[src/rtl/phased_signal_controller_pkg.sv]
// Shared types, lamp encodings and the round-robin phase picker for the
// phased signal controller.
package signal_ctrl_pkg;

    localparam int MAX_PHASES = 8;
    localparam int IDX_W      = 3;

    typedef enum logic [2:0] {
        ST_STARTUP = 3'd0,
        ST_PED     = 3'd1,
        ST_ALLRED  = 3'd2,
        ST_GREEN   = 3'd3,
        ST_YELLOW  = 3'd4
    } state_t;

    localparam logic [2:0] LIGHT_R = 3'b001;
    localparam logic [2:0] LIGHT_Y = 3'b010;
    localparam logic [2:0] LIGHT_G = 3'b100;

    function automatic int ph_width(input int n);
        return (n > 1) ? $clog2(n) : 1;
    endfunction

    // Nearest requester after 'last' (wrapping, 'last' itself checked last);
    // with no requester anywhere, plain rotation to last+1.
    function automatic logic [IDX_W-1:0] rr_next(input logic [MAX_PHASES-1:0] req,
                                                 input logic [IDX_W-1:0]      last,
                                                 input int                    n);
        int pick;
        int idx;
        pick = (int'(last) + 1) % n;
        for (int i = MAX_PHASES; i >= 1; i--) begin
            idx = (int'(last) + i) % n;
            if (i <= n && req[idx[IDX_W-1:0]]) pick = idx;
        end
        return IDX_W'(pick);
    endfunction

endpackage

[src/rtl/phased_signal_controller_if.sv]
// Sensor/lamp-side bundle of the signal controller; master drives the
// request and tick inputs, slave is the controller itself.
interface phased_signal_controller_if #(parameter int NUM_PHASES = 2) ();
    import signal_ctrl_pkg::*;

    localparam int PH_W = ph_width(NUM_PHASES);

    logic                    tick;
    logic [NUM_PHASES-1:0]   car_req;
    logic                    ped_req;
    logic [3*NUM_PHASES-1:0] light;
    logic [NUM_PHASES-1:0]   ped_walk;
    logic                    ped_all;
    logic [PH_W-1:0]         phase_idx;
    logic                    ped_pend;

    modport master (
        output tick, car_req, ped_req,
        input  light, ped_walk, ped_all, phase_idx, ped_pend
    );

    modport slave (
        input  tick, car_req, ped_req,
        output light, ped_walk, ped_all, phase_idx, ped_pend
    );

endinterface

[src/rtl/phased_signal_controller_counter.sv]
// Loadable down-counter that only moves on tick; expire flags the tick that
// ends a D-tick interval.
module tick_down_counter #(
    parameter int CNT_W = 4
) (
    input  logic             clk,
    input  logic             rst,
    input  logic             load,
    input  logic [CNT_W-1:0] load_val,
    input  logic             tick,
    output logic [CNT_W-1:0] count,
    output logic             expire
);

    logic [CNT_W-1:0] r_count;

    // NOTE: state registers use non-blocking assignment so every flop samples
    // pre-edge values regardless of process evaluation order.
    always_ff @(posedge clk or posedge rst) begin
        if (rst) begin
            r_count <= '0;
        end else if (load) begin
            r_count <= load_val;
        end else if (tick && r_count > CNT_W'(1)) begin
            r_count <= r_count - CNT_W'(1);
        end
    end

    assign count  = r_count;
    assign expire = tick && (r_count == CNT_W'(1));

endmodule

[src/rtl/phased_signal_controller.sv]
// N-approach signal controller: round-robin greens, latched scramble walk,
// all-red clearance; all lamp outputs registered.
module phased_signal_controller
    import signal_ctrl_pkg::*;
#(
    parameter int NUM_PHASES = 2,
    parameter int CNT_W      = 4,
    parameter int GREEN_T    = 10,
    parameter int YELLOW_T   = 5,
    parameter int ALLRED_T   = 1,
    parameter int PED_T      = 15
) (
    input logic                       clk,
    input logic                       rst,
    phased_signal_controller_if.slave bus
);

    localparam int PH_W = ph_width(NUM_PHASES);

    state_t                  r_state;
    logic [PH_W-1:0]         r_phase_idx;
    logic                    r_ped_pend;
    logic [3*NUM_PHASES-1:0] r_light;
    logic [NUM_PHASES-1:0]   r_walk;
    logic                    r_ped_all;

    state_t                  w_next_state;
    logic [PH_W-1:0]         w_next_phase;
    logic                    w_load;
    logic [CNT_W-1:0]        w_load_val;
    logic [CNT_W-1:0]        w_count;
    logic                    w_expire;
    logic                    w_done;
    logic [IDX_W-1:0]        w_rr;
    logic                    w_ped_enter;
    logic [3*NUM_PHASES-1:0] w_light;
    logic [NUM_PHASES-1:0]   w_walk;
    logic                    w_ped_all;

    tick_down_counter #(.CNT_W(CNT_W)) u_cnt (
        .clk      (clk),
        .rst      (rst),
        .load     (w_load),
        .load_val (w_load_val),
        .tick     (bus.tick),
        .count    (w_count),
        .expire   (w_expire)
    );

    // A zero count inside a timed state means a corrupted counter; ending the
    // interval on the next tick keeps the sequence from stalling.
    assign w_done = w_expire || (bus.tick && w_count == '0);
    assign w_rr   = rr_next(MAX_PHASES'(bus.car_req), IDX_W'(r_phase_idx), NUM_PHASES);

    // NOTE: every signal written here gets a default first, so no path can
    // leave one unassigned and infer a latch.
    always_comb begin
        w_next_state = r_state;
        w_next_phase = r_phase_idx;
        w_load       = 1'b0;
        w_load_val   = '0;
        case (r_state)
            ST_STARTUP: begin
                w_next_state = ST_PED;
                w_load       = 1'b1;
                w_load_val   = CNT_W'(PED_T);
            end
            ST_PED: if (w_done) begin
                w_next_state = ST_ALLRED;
                w_load       = 1'b1;
                w_load_val   = CNT_W'(ALLRED_T);
            end
            ST_ALLRED: if (w_done) begin
                w_next_state = ST_GREEN;
                w_next_phase = PH_W'(w_rr);
                w_load       = 1'b1;
                w_load_val   = CNT_W'(GREEN_T);
            end
            ST_GREEN: if (w_done) begin
                w_next_state = ST_YELLOW;
                w_load       = 1'b1;
                w_load_val   = CNT_W'(YELLOW_T);
            end
            ST_YELLOW: if (w_done) begin
                w_load = 1'b1;
                if (r_ped_pend || bus.ped_req) begin
                    w_next_state = ST_PED;
                    w_load_val   = CNT_W'(PED_T);
                end else begin
                    w_next_state = ST_ALLRED;
                    w_load_val   = CNT_W'(ALLRED_T);
                end
            end
            default: w_next_state = ST_STARTUP;
        endcase
    end

    assign w_ped_enter = (w_next_state == ST_PED) && (r_state != ST_PED);

    // Lamps are decoded from the upcoming state so they change on the same
    // edge as the state register.
    always_comb begin
        w_light   = {NUM_PHASES{LIGHT_R}};
        w_walk    = '0;
        w_ped_all = 1'b0;
        case (w_next_state)
            ST_PED: begin
                w_walk    = '1;
                w_ped_all = 1'b1;
            end
            ST_GREEN: begin
                for (int p = 0; p < NUM_PHASES; p++) begin
                    if (PH_W'(p) == w_next_phase) begin
                        w_light[3*p +: 3] = LIGHT_G;
                        w_walk[p]         = 1'b1;
                    end
                end
            end
            ST_YELLOW: begin
                for (int p = 0; p < NUM_PHASES; p++) begin
                    if (PH_W'(p) == w_next_phase) w_light[3*p +: 3] = LIGHT_Y;
                end
            end
            default: ;
        endcase
    end

    always_ff @(posedge clk or posedge rst) begin
        if (rst) begin
            r_state     <= ST_STARTUP;
            r_phase_idx <= PH_W'(NUM_PHASES - 1);
            r_ped_pend  <= 1'b0;
            r_light     <= {NUM_PHASES{LIGHT_R}};
            r_walk      <= '0;
            r_ped_all   <= 1'b0;
        end else begin
            r_state     <= w_next_state;
            r_phase_idx <= w_next_phase;
            r_light     <= w_light;
            r_walk      <= w_walk;
            r_ped_all   <= w_ped_all;
            if (w_ped_enter) begin
                r_ped_pend <= 1'b0;
            end else if (bus.ped_req && r_state != ST_PED) begin
                r_ped_pend <= 1'b1;
            end
        end
    end

    assign bus.light     = r_light;
    assign bus.ped_walk  = r_walk;
    assign bus.ped_all   = r_ped_all;
    assign bus.phase_idx = r_phase_idx;
    assign bus.ped_pend  = r_ped_pend;

endmodule

[src/flat_wrapper.sv]
// flat-port wrapper written by rule: the top's interface ports become plain ports
module phased_signal_controller_flat import signal_ctrl_pkg::*;
#(
    parameter int NUM_PHASES = 2,
    parameter int CNT_W      = 4,
    parameter int GREEN_T    = 10,
    parameter int YELLOW_T   = 5,
    parameter int ALLRED_T   = 1,
    parameter int PED_T      = 15
)
  (clk, rst, bus_tick, bus_car_req, bus_ped_req, bus_light, bus_ped_walk, bus_ped_all, bus_phase_idx, bus_ped_pend);
  phased_signal_controller_if #(.NUM_PHASES(NUM_PHASES)) bus_i ();
  input logic clk;
  input logic rst;
  input wire logic [$bits(bus_i.tick)-1:0] bus_tick;
  input wire logic [$bits(bus_i.car_req)-1:0] bus_car_req;
  input wire logic [$bits(bus_i.ped_req)-1:0] bus_ped_req;
  output wire logic [$bits(bus_i.light)-1:0] bus_light;
  output wire logic [$bits(bus_i.ped_walk)-1:0] bus_ped_walk;
  output wire logic [$bits(bus_i.ped_all)-1:0] bus_ped_all;
  output wire logic [$bits(bus_i.phase_idx)-1:0] bus_phase_idx;
  output wire logic [$bits(bus_i.ped_pend)-1:0] bus_ped_pend;
  assign bus_i.tick = bus_tick;
  assign bus_i.car_req = bus_car_req;
  assign bus_i.ped_req = bus_ped_req;
  assign bus_light = bus_i.light;
  assign bus_ped_walk = bus_i.ped_walk;
  assign bus_ped_all = bus_i.ped_all;
  assign bus_phase_idx = bus_i.phase_idx;
  assign bus_ped_pend = bus_i.ped_pend;
  phased_signal_controller #(.NUM_PHASES(NUM_PHASES), .CNT_W(CNT_W), .GREEN_T(GREEN_T), .YELLOW_T(YELLOW_T), .ALLRED_T(ALLRED_T), .PED_T(PED_T)) u_core (.clk(clk), .rst(rst), .bus(bus_i));
endmodule
[config.mk]
export PLATFORM = sky130hd
export DESIGN_NAME = phased_signal_controller_flat
export DESIGN_NICKNAME = d
export VERILOG_FILES = /design/src/rtl/phased_signal_controller_pkg.sv /design/src/rtl/phased_signal_controller_if.sv /design/src/rtl/phased_signal_controller_counter.sv /design/src/rtl/phased_signal_controller.sv /design/src/flat_wrapper.sv
export SDC_FILE = /design/constraint.sdc
export NUM_CORES = 1
export LEC_CHECK = 0
export CAP_MARGIN = 5
export CORE_MARGIN = 2
export CORE_UTILIZATION = 46
export DETAILED_ROUTE_END_ITERATION = 16
export MAX_ROUTING_LAYER = met4
export PLACE_DENSITY = 0.79
export SLEW_MARGIN = 10
export SYNTH_ARGS = -nofsm -noshare
export SYNTH_HDL_FRONTEND = slang
export SYNTH_SLANG_ARGS = --single-unit
[constraint.sdc]
create_clock -name clk -period 1.79 [get_ports clk]
set_input_delay 0.358 -clock clk [delete_from_list [all_inputs] [get_ports clk]]
set_output_delay 0.358 -clock clk [all_outputs]
set_load 0.1 [all_outputs]
# == After elaboration in Yosys (flattened, before gate mapping) ==
# Index checks and enable logic that the tools add are counted.
# Widths: inputs -> output; s select.
# totals
ff_bits,18
inputBits,6
output_inout_bits,11
# op_classes
n_addsub,3
order_cmp,3
n_eq_ne,9
mux,35
n_bitwise,2
n_reduce_logical,12
# op_table
cell,count
$mux 3,7
$mux 4,5
$pmux 4 s5,1
$pmux 3 s5,1
$mux 1,13
$pmux 6 s2,1
$eq 3x2->1 const B,3
$lt 3x4->1 const B,2
$eq 3x1->1 const B,2
$eq 3x3->1 const B,2
$mux 2,3
$logic_and 1x1->1,5
$bmux 1 s2,2
$eq 4x1->1 const B,1
$gt 4x1->1 const B,1
$logic_not 4->1,1
$pmux 2 s2,1
$reduce_bool 2->1,2
$reduce_or 4->1,1
$sub 4x1->4 const B,1
$logic_not 3->1,1
$ne 3x1->1 const B,1
$add 1x1->1 const B,2
$and 1x1->1 const A,2
other kinds (2),3

# == Longest topological paths before layout ==
# Gate-level depths: netlist (run 1).
# logic_depth
depth_word,10
depth_mapped,7
mapped_depth_nobuf,7

# == By module ==
# From an unflattened synthesis (run 1), not the netlist that was laid out.
# unflattened
cells_unflattened,104
hier_area_um2,982.2
# by_module_without_submodules
mod,n_inst,cells_per_inst,area_per_inst_um2,seq_area_each_um2
phased_signal_controller,1,69,671.9,354.1
tick_down_counter,1,35,310.3,100.1

# == Least setup slack after synthesis (run 1) ==
# No wires, ideal clock.
# synth_timing
path_type,register to register
startpoint,reg u_core.r_ped_pend (netlist: u_core.bus.ped_pend)
endpoint,reg u_core.r_walk[1] (netlist: u_core.bus.ped_walk[1])
arrival_time_ns,1.655
required_ns,1.698
path_slack_ns,0.043
path_stages_with_launch,5
period_less_slack_ns,1.747
path_cell_list,dfrtp_1 -> o22a_1 -> nand2_1 -> a221o_1 -> o31ai_2
# synth_between
elab_chain_len,6
elab_cells_between_ends,7
cone_classes,eq/ne: 2; mux: 4; reduce/logical: 1
# synth_lines
item,line_no,text
start: declaration,phased_signal_controller.sv:22,logic r_ped_pend;
start signal: assignment,phased_signal_controller.sv:132,r_ped_pend <= 1'b0;
start signal: assignment,phased_signal_controller.sv:143,r_ped_pend <= 1'b0;
start signal: assignment,phased_signal_controller.sv:145,r_ped_pend <= 1'b1;
$logic_or 1x1->1 *,phased_signal_controller.sv:86,if (r_ped_pend || bus.ped_req) begin
$mux 2 *,phased_signal_controller.sv:86,
$mux 3 *,phased_signal_controller.sv:84,ST_YELLOW: if (w_done) begin
$pmux 3 s5 *,phased_signal_controller.sv:62,case (r_state)
$eq 3x2->1 or $eq 3x1->1 (tied branches),phased_signal_controller.sv:106,case (w_next_state)
$pmux 2 s2 *,phased_signal_controller.sv:106,
via u_core.w_walk[1],phased_signal_controller.sv:37,logic [NUM_PHASES-1:0] w_walk;
end signal: assignment,phased_signal_controller.sv:140,r_walk <= w_walk;
end: declaration,phased_signal_controller.sv:24,logic [NUM_PHASES-1:0] r_walk;
# Mark *: on every way through the listed nets, which the timed path passes. The rest lies on a longest branch.
# A chain may end at the register's enable or synchronous reset.

# == Worst setup path in the final report (run 1) ==
# layout_timing
startpoint,reg u_core.u_cnt.r_count[0] (netlist: u_core.u_cnt.count[0])
endpoint,reg u_core.r_walk[0] (netlist: u_core.bus.ped_walk[0])
# layout_between
elab_chain_len,7
elab_cells_between_ends,16
cone_classes,eq/ne: 3; mux: 9; reduce/logical: 4
# layout_lines
item,line_no,text
start: declaration,phased_signal_controller_counter.sv:15,logic [CNT_W-1:0] r_count;
start signal: assignment,phased_signal_controller_counter.sv:23,r_count <= load_val;
start signal: assignment,phased_signal_controller_counter.sv:25,r_count <= r_count - CNT_W'(1);
$eq 4x1->1 or $logic_not 4->1 (tied branches),"phased_signal_controller_counter.sv:30, phased_signal_controller.sv:52",
"$logic_and 1x1->1, on equally long branches","phased_signal_controller_counter.sv:30, phased_signal_controller.sv:52",
$logic_or 1x1->1 *,phased_signal_controller.sv:52,assign w_done = w_expire || (bus.tick && w_count == '0);
$mux 1 *,phased_signal_controller.sv:73,ST_ALLRED: if (w_done) begin
$mux 1 *,phased_signal_controller.sv:62,
via u_core.w_next_phase,phased_signal_controller.sv:28,logic [PH_W-1:0] w_next_phase;
$mux 1 *,phased_signal_controller.sv:113,if (PH_W'(p) == w_next_phase) begin
$pmux 2 s2 *,phased_signal_controller.sv:106,
via u_core.w_walk[0],phased_signal_controller.sv:37,
# Marked as above.

==> results of run 1 <==
-- flip-flops by register name, summed over array words and instances, names as in the netlist --
signal                count
u_core.bus.light          6
u_core.bus.ped_all        1
u_core.bus.ped_pend       1
u_core.bus.ped_walk       2
u_core.bus.phase_idx      1
u_core.r_state            3
u_core.u_cnt.count        4
-- area by class of cell --
type,count,area share
Multi-Input combinational cell,65,0.371
Sequential cell,18,0.298
Timing Repair Buffer,34,0.264
Clock buffer,4,0.0237
Tap cell,27,0.0221
Inverter,8,0.0213
-- routing by layer --
layer,vias to the layer above,part of all wire,wire length (um),track usage
li1,418,-,-,-
met1,484,0.41,1110,0.283
met5,-,0,0,-
met4,0,0.030,80,0.0405
met3,9,0.054,144,0.0268
met2,38,0.50,1350,0.399
-- cell usage after synthesis, types with 2 or more instances --
cell type and instances:
xnor2_1 3, nor3_1 3, nor2_1 9, dfstp_2 3
nand3_1 2, nor4b_1 2, o31a_2 2, dfrtp_1 15
o31ai_1 2, ha_1 3, a21oi_1 5, o22a_1 2
o21ai_1 2, o21ai_0 2, o31ai_2 2, inv_1 7
nand2_1 5
-- cells by family (layout without fill, tap and decap cells) --
logic type	Yosys count	after routing	synth area share
xor gates and xnor gates	4	4	0.0350
adders and majority gates	4	4	0.0474
DFF	18	18	0.453
AOI/OAI and AO/OA	26	26	0.233
buffers and inverters	12	46	0.0599
and+or+nand+nor	31	31	0.171
-- report_power, final --
group          internal (mW)  switching, mW  leakage, nW  total, mW
sequential             0.546          0.159        0.209      0.705
combinational          0.728           1.05        0.428       1.78
clock                  0.124          0.130       0.0210      0.254
total                   1.40           1.34        0.658       2.74
-- through the flow --
stage          area [sq um]  hold WS, ns
2_1_floorplan          1000        0.294
3_3_place_gp           1370        0.555
3_5_place_dp           1370        0.595
4_1_cts                1440        0.372
5_1_grt                1530        0.384
6_report               1530        0.360
-- worst paths after layout --
kind | startpoint | end
max reg2reg | u_core.u_cnt.count[0] | u_core.bus.ped_walk[0]
min reg2reg | u_core.bus.ped_pend | u_core.bus.ped_pend
min | rst | u_core.bus.ped_pend
max in group asynchronous | rst | u_core.bus.light[3]
max | u_core.u_cnt.count[0] | u_core.bus.ped_walk[0]
min in group clk | bus_tick | u_core.u_cnt.count[2]
-- tightest hold or removal path, stage by stage --
cell and delay, ns:
clkdlybuf4s50_1 0.39, inv_1 0.05, buf_4 0.24
-- what timing repair did --
item	CTS	global route
endpoints found under the setup margin	6	9
resized for setup	5	14
buffers inserted	3	3
pin swaps	0	3
==> results.ini, run 1 <==
[yosys]
postSynth.asyncResetShare = 1.00
synth_ff_type = dfrtp_1
syn_nets = 104
yosysTopAreaCellShare = 0.375
yosysWarnings = 0
syn_area_sq_mm = 0.00100
synth.area.top_cells = dfrtp_1 (37%), dfstp_2 (7.9%), ha_1 (3.7%)
synthDistinctLibCells = 43
synth_edf_count = 0
ys_seq_area_frac = 0.453
synth-seq-cells = 18
avgSynthCellArea_sq_um = 10.5
synth_cells = 95
yosysTopAreaCell = dfrtp_1

[timing]
slew_headroom = 0.622
setup_viol = 1
slew_viol_final = 0
period_minus_slack_ns = 1.79
fin_crit_sh = 1.00
tightest_slew_ns = 0.567
fin_ws_ns = -0.00227
hold_viol = 0
max_freq_mhz = 558
clock_skew_ns = 0.00585
rsz0062_at_grt = true
finalSetupTns_ns = -0.00227

[route]
viasPerCell = 6.08
num_vias = 949
first_pass_iters = 4
drc = 0
post_drt_wl_per_cell_um = 17.2
wl_um = 2680
antenna_left = 0
first_iter_violations = 27

[worst_setup_path]
path_cells = inv_2 > ha_4 > nor2_4 > o41ai_4 > o41a_4 > inv_4 > o31ai_4
critical_path_buf_inv_count = 2
crit_path_start_kind = flip-flop
cp-end-kind = flip-flop
max_stage_delay_ns = 0.45
crit_type = flip-flop to flip-flop
worst_ep_required_time_ns = 1.99
arrival_ns = 2.00
rrSetupSlack_ns = -0.002
cp.depth = 7
reg2regPathDepth = 7
crit_family = compound AO/OA/AOI/OAI gates
critPathMaxFanout = 5
crit_slowest_cell = dfrtp_1

[place]
placed_cells = 146
place_worst_setup_slack_ns = -0.442
io_buffers = 16
place.gp.congestion = 0.872
place_hpwl_um = 1700

[hold_path]
hp-class = input pin to asynchronous set/reset pin

[layout]
area_delta_synth_final_pct = 52.6
layout-drive-gt1-share = 0.450
mostFrequentLayoutCell = buf_4
layout_common_cells = buf_4 (18), dfrtp_1 (14), buf_12 (11)
n_antenna_cell = 0
fillCellCount = 119
finalNonFillerCells = 156
multi_input_area_sq_um = 567
fin_util = 0.764
regArea_sq_um = 455
fin_nets = 139

[floorplanning]
dieArea_sq_mm = 0.00257
start_util = 0.501
coreArea_sq_mm = 0.00200
die_width_um = 50.7
die_h_um = 50.7
core.rowCount = 16
ios = 17

[cts]
clk_pin_slew_ns = 0.10
cts.path.max_buffers = 2
hold_buffers = 0
insertion_delay_ns = 0.30
cts_buffers = 3
ctsRootBufferMaster = clkbuf_4
clock_sinks = 18
htree_levels = 1
cts_tree = built

[grt]
grt_pass1_vias = 883
overflow = 0
grt_max_degree = 19
grt_use_total = 0.226
antenna_found_initial = 0
grt_pass1_wl_um = 4220

[flow_run]
max_cap_viol_count = 0

[power_and_ir_drop]
p_leak_nw = 0.658
power_density_mw_per_mm2 = 1790
ir_drop_v = 0.00101
total_power_mw = 2.74

[status]
violations = negative setup slack
outcome = finished with violations

Power figures use the tool's default switching activity.
==> run 2: changes to the inputs <==
Settings changed: GPL_ROUTABILITY_DRIVEN from default to 0, RECOVER_POWER from default to 25, TNS_END_PERCENT from default to 50.
==> run 2 against run 1 <==
The run still ends with negative setup slack left; critical path depth is the same; sequential power is essentially flat; register-to-register slack is essentially flat; global-route usage is the same; maximum frequency shrank 0.43%; combinational power is essentially flat; highest routed layer unchanged; clock skew grew 0.0019 ns; largest cell class unchanged; worst setup slack lost 0.0077 ns; cell count is the same; critical endpoint unchanged; clock power shrank 2%; die area is the same; via count shrank 0.21%.
==> results.ini, run 2 (synthesis results as in run 1) <==
[status]
outcome = finished with violations
violations = negative setup slack

[worst_setup_path]
critical_path_buf_inv_count = 2  ; unchanged
max_stage_delay_ns = 0.45  ; about the same
arrival_ns = 2.00  ; about the same
crit_slowest_cell = dfrtp_1
crit_path_start_kind = flip-flop
crit_type = flip-flop to flip-flop
cp.depth = 7  ; unchanged
worst_ep_required_time_ns = 1.99  ; about the same
critPathMaxFanout = 5  ; unchanged
reg2regPathDepth = 7  ; unchanged
crit_family = compound AO/OA/AOI/OAI gates
cp-end-kind = flip-flop
path_cells = inv_2 > ha_4 > nor2_4 > o41ai_4 > o41a_4 > inv_4 > o31ai_4

[floorplanning]
dieArea_sq_mm = 0.00257  ; unchanged
core.rowCount = 16  ; unchanged
ios = 17  ; unchanged
start_util = 0.501  ; unchanged
die_width_um = 50.7  ; unchanged
die_h_um = 50.7  ; unchanged
coreArea_sq_mm = 0.00200  ; unchanged

[grt]
grt_max_degree = 19  ; unchanged
antenna_found_initial = 0  ; unchanged
grt_pass1_wl_um = 4220  ; unchanged
grt_use_total = 0.226  ; unchanged
overflow = 0  ; unchanged
grt_pass1_vias = 883  ; unchanged

[cts]
insertion_delay_ns = 0.30  ; about the same
hold_buffers = 0  ; unchanged
ctsRootBufferMaster = clkbuf_4
cts_tree = built
clk_pin_slew_ns = 0.10  ; about the same
cts_buffers = 3  ; unchanged
clock_sinks = 18  ; unchanged
htree_levels = 1  ; unchanged
cts.path.max_buffers = 2  ; unchanged

[layout]
layout-drive-gt1-share = 0.434  ; -0.0155
fin_util = 0.759  ; -0.00438
multi_input_area_sq_um = 562  ; -0.88%
largest_reg_flops = 6  ; unchanged
layout_common_cells = buf_4 (17), dfrtp_1 (14), buf_12 (11)
finalNonFillerCells = 156  ; unchanged
fin_nets = 139  ; unchanged
n_antenna_cell = 0  ; unchanged
area_delta_synth_final_pct = 51.7
mostFrequentLayoutCell = buf_4
regArea_sq_um = 455  ; unchanged
fin_area_sq_mm = 0.00152  ; -0.57%
fillCellCount = 123  ; +3.4%

[timing]
max_freq_mhz = 556  ; -0.43%
fin_ws_ns = -0.00992  ; -0.00765 ns
fin_crit_sh = 1.01  ; +0.00427
clock_skew_ns = 0.00776  ; +0.00191 ns
slew_viol_final = 0  ; unchanged
setup_viol = 1  ; unchanged
holdWs_ns = 0.642  ; +0.282 ns
period_minus_slack_ns = 1.80  ; +0.00765 ns
hold_viol = 0  ; unchanged
rsz0062_at_grt = true
finalSetupTns_ns = -0.00992  ; -0.00765 ns
tightest_slew_ns = 0.963  ; +0.396 ns
slew_headroom = 0.358  ; -0.264

[place]
place_area_sq_mm = 0.00137  ; unchanged
place_worst_setup_slack_ns = -0.442  ; unchanged
placed_cells = 146  ; unchanged
place_hpwl_um = 1700  ; unchanged
io_buffers = 16  ; unchanged

[route]
antenna_left = 0  ; unchanged
post_drt_wl_per_cell_um = 17.2  ; -0.15%
drc = 0  ; unchanged
first_iter_violations = 22  ; -19%
first_pass_iters = 4  ; unchanged
viasPerCell = 6.07  ; -0.21%
wl_um = 2680  ; -0.15%
num_vias = 947  ; -0.21%

[hold_path]
hp-class = input pin to flip-flop
worstHoldPathCells = 4

[power_and_ir_drop]
ir_drop_v = 0.00101  ; about the same
p_leak_nw = 0.653  ; -0.86%
total_power_mw = 2.73  ; -0.45%
power_density_mw_per_mm2 = 1790  ; +0.13%

[flow_run]
max_cap_viol_count = 0  ; unchanged

## run 2: cell types whose count changed in the layout (fill, tap and decap cells not counted)
cell,change
dlygate4sd3_1,+1
clkbuf_1,+1
o31ai_1,+1
o31ai_2,-1
clkdlybuf4s50_1,-1
buf_4,-1
## run 2: timing repair
action                                  in CTS  in global routing
buffers inserted                             3                  3
gates resized for setup                      5                 13
pin swaps                                    0                  3
endpoints found under the setup margin       6                  9
## run 2: worst register-to-register path: stages, from the launching register on
cell and delay, ns:
dfrtp_1 0.45, inv_2 0.10, ha_4 0.16, nor2_4 0.07
o41ai_4 0.33, o41a_4 0.25, inv_4 0.07, o31ai_4 0.26
## run 2: routing by layer
layer,track usage,part of all wire,vias up
met2,0.399,0.51,63
met4,0.0405,0.024,0
li1,-,-,416
met3,0.0268,0.091,8
met5,-,0,-
met1,0.283,0.37,460
## run 2: worst paths after layout
path,end,start,slack (ns)
max,u_core.bus.ped_walk[0],u_core.u_cnt.count[0],-0.01
min,u_core.u_cnt.count[2],bus_tick,0.64
max reg2reg,u_core.bus.ped_walk[0],u_core.u_cnt.count[0],-0.01
min reg2reg,u_core.bus.ped_pend,u_core.bus.ped_pend,0.68
max in group asynchronous,u_core.u_cnt.count[3],rst,0.38
min in group asynchronous,u_core.u_cnt.count[0],rst,0.77
## run 2: final cells by class
| cell class | instances | area share |
|---|---|---|
| well taps | 27 | 0.0222 |
| repair buffers | 34 | 0.263 |
| multi-input cells | 65 | 0.370 |
| inverters | 8 | 0.0214 |
| flip-flops and latches | 18 | 0.300 |
| clock buffers | 4 | 0.0239 |
## run 2: where the power goes
part           internal, mW  switching [mW]  total (mW)
registers             0.546           0.159       0.705
logic                 0.725            1.05        1.77
clock network         0.124           0.126       0.250
total                  1.40            1.33        2.73
==> run 3: changes to the inputs <==
Settings changed: PLACE_DENSITY 0.79 to 0.74.
==> run 3 against run 2 <==
The run still ends with negative setup slack left; sequential cell count stayed put; count of clock-buffer cells in the layout stayed put; routed wire length is 9.1% lower; sequential power is 2% lower; clock skew is 0.0055 ns higher; first-iteration DRC count is 23% lower; critical path type unchanged; critical endpoint is now u_core.u_cnt.count[1]; largest power group unchanged.
==> results.ini, run 3 (synthesis results as in run 1) <==
[route]
wl_um = 2430  ; -9.1%
antenna_left = 0  ; unchanged
viasPerCell = 5.64  ; -7.1%
first_pass_iters = 4  ; unchanged
drc = 0  ; unchanged
first_iter_violations = 17  ; -23%
num_vias = 874  ; -7.7%
post_drt_wl_per_cell_um = 15.7  ; -8.6%

[worst_setup_path]
arrival_ns = 2.02  ; +0.02 ns
crit_slowest_cell = dfrtp_1
rrSetupSlack_ns = -0.04  ; -0.03 ns
path_cells = inv_2 > ha_2 > buf_4 > nor2_1 > o31a_2 > nor4_1 > a21oi_1
critPathMaxFanout = 3  ; -2
max_stage_delay_ns = 0.41  ; -0.04 ns
cp-end-kind = flip-flop
endpoint = u_core.u_cnt.count[1]
rr_startpoint = u_core.u_cnt.count[1]
cp.depth = 7  ; unchanged
crit_path_start_kind = flip-flop
crit_family = simple AND/OR/NAND/NOR gates
r2r-end = u_core.u_cnt.count[1]
critical_path_buf_inv_count = 2  ; unchanged
worst_ep_required_time_ns = 1.98  ; about the same
reg2regPathDepth = 7  ; unchanged
crit_type = flip-flop to flip-flop
crit_start = u_core.u_cnt.count[1]

[floorplanning]
die_width_um = 50.7  ; unchanged
coreArea_sq_mm = 0.00200  ; unchanged
die_h_um = 50.7  ; unchanged
start_util = 0.501  ; unchanged
ios = 17  ; unchanged
core.rowCount = 16  ; unchanged
dieArea_sq_mm = 0.00257  ; unchanged

[timing]
rsz0062_at_grt = true
period_minus_slack_ns = 1.83  ; +0.0297 ns
fin_crit_sh = 1.02  ; +0.0166
max_freq_mhz = 547  ; -1.6%
setup_viol = 2  ; +1
hold_viol = 0  ; unchanged
clock_skew_ns = 0.0132  ; +0.00547 ns
slew_headroom = 0.339  ; -0.0192
slew_viol_final = 0  ; unchanged
fin_ws_ns = -0.0396  ; -0.0297 ns
tightest_slew_ns = 0.991  ; +0.0288 ns

[status]
violations = negative setup slack
outcome = finished with violations

[power_and_ir_drop]
power_density_mw_per_mm2 = 1760  ; -2.1%
total_power_mw = 2.62  ; -4.0%
ir_drop_v = 0.000977  ; -3.5%
p_leak_nw = 0.662  ; +1.4%

[cts]
ctsRootBufferMaster = clkbuf_4
clk_pin_slew_ns = 0.11  ; about the same
cts_buffers = 3  ; unchanged
htree_levels = 1  ; unchanged
hold_buffers = 0  ; unchanged
cts.path.max_buffers = 2  ; unchanged
clock_sinks = 18  ; unchanged
insertion_delay_ns = 0.31  ; about the same
cts_tree = built

[layout]
multi_input_area_sq_um = 542  ; -3.6%
mostFrequentLayoutCell = buf_4
largest_reg_flops = 6  ; unchanged
layout-drive-gt1-share = 0.422  ; -0.0122
area_delta_synth_final_pct = 48.8
fin_nets = 138  ; -0.72%
fin_util = 0.745  ; -0.0144
layout_common_cells = buf_4 (16), dfrtp_1 (15), buf_12 (11)
n_antenna_cell = 0  ; unchanged
fillCellCount = 123  ; unchanged
regArea_sq_um = 454  ; -0.27%

[flow_run]
max_cap_viol_count = 0  ; unchanged

[grt]
grt_pass1_wl_um = 4000  ; -5.2%
grt_max_degree = 19  ; unchanged
antenna_found_initial = 0  ; unchanged
grt_use_total = 0.218  ; -0.00829
grt_pass1_vias = 919  ; +4.1%
overflow = 0  ; unchanged

[hold_path]
hp-class = flip-flop to flip-flop

[place]
place_hpwl_um = 1750  ; +3.0%
io_buffers = 16  ; unchanged

[run 3: cell types whose count changed in the layout (fill, tap and decap cells not counted), sizes merged]
cell and change:
buf -1
[run 3: how the worst min path moves through the flow]
stage | from | to | slack (ns) | depth (start not counted)
finish | u_core.r_state[2] | u_core.bus.ped_walk[0] | 0.67 | 2
global route | u_core.r_state[2] | u_core.bus.ped_walk[0] | 0.69 | 2
CTS | rst | u_core.r_state[1] | 0.37 | 3
detailed placement | u_core.u_cnt.count[1] | u_core.u_cnt.count[1] | 0.60 | 2
global placement | u_core.u_cnt.count[1] | u_core.u_cnt.count[1] | 0.59 | 2
floorplan | rst | u_core.bus.light[1] | 0.29 | 1
[run 3: per-stage QoR]
step | hold WS, ns | setup TNS (ns) | instance area, sq um | std cells | setup slack (ns)
after CTS | 0.369 | 0 | 1460 | 154 | 0.0149
after global placement | 0.589 | -3.04 | 1380 | 148 | -0.323
final | 0.674 | -0.0484 | 1490 | 155 | -0.0396
after floorplan | 0.294 | 0 | 1000 | 95 | 0.0435
after global routing | 0.692 | -0.186 | 1490 | 155 | -0.0813
after detailed placement | 0.604 | -3.64 | 1380 | 148 | -0.396
[run 3: area by class of cell]
type,instances,area share
repair buffers,33,0.263
well taps,27,0.0227
clock buffers,4,0.0243
inverters,8,0.0218
multi-input cells,65,0.363
flip-flops and latches,18,0.305
[run 3: tightest hold or removal path, stage by stage, from the launching register on]
cell	delay [ns]
dfrtp_1	0.35
buf_4	0.21
o31ai_4	0.09
[run 3: power breakdown]
part           switching [mW]  internal (mW)
combinational           0.994          0.674
clock                   0.134          0.124
sequential              0.148          0.544
[run 3: what timing repair did]
action                     in CTS  in global routing
pin swaps                       1                  0
buffers inserted                2                  1
setup endpoints to repair       6                  9
gates resized for setup         8                  5
[run 3: routing by layer]
layer	vias up	GRT usage	routed length [um]
met2	29	0.338	1160
met1	428	0.278	1090
li1	413	-	-
met5	-	-	0
met4	0	0.0901	56
met3	4	0.0476	128
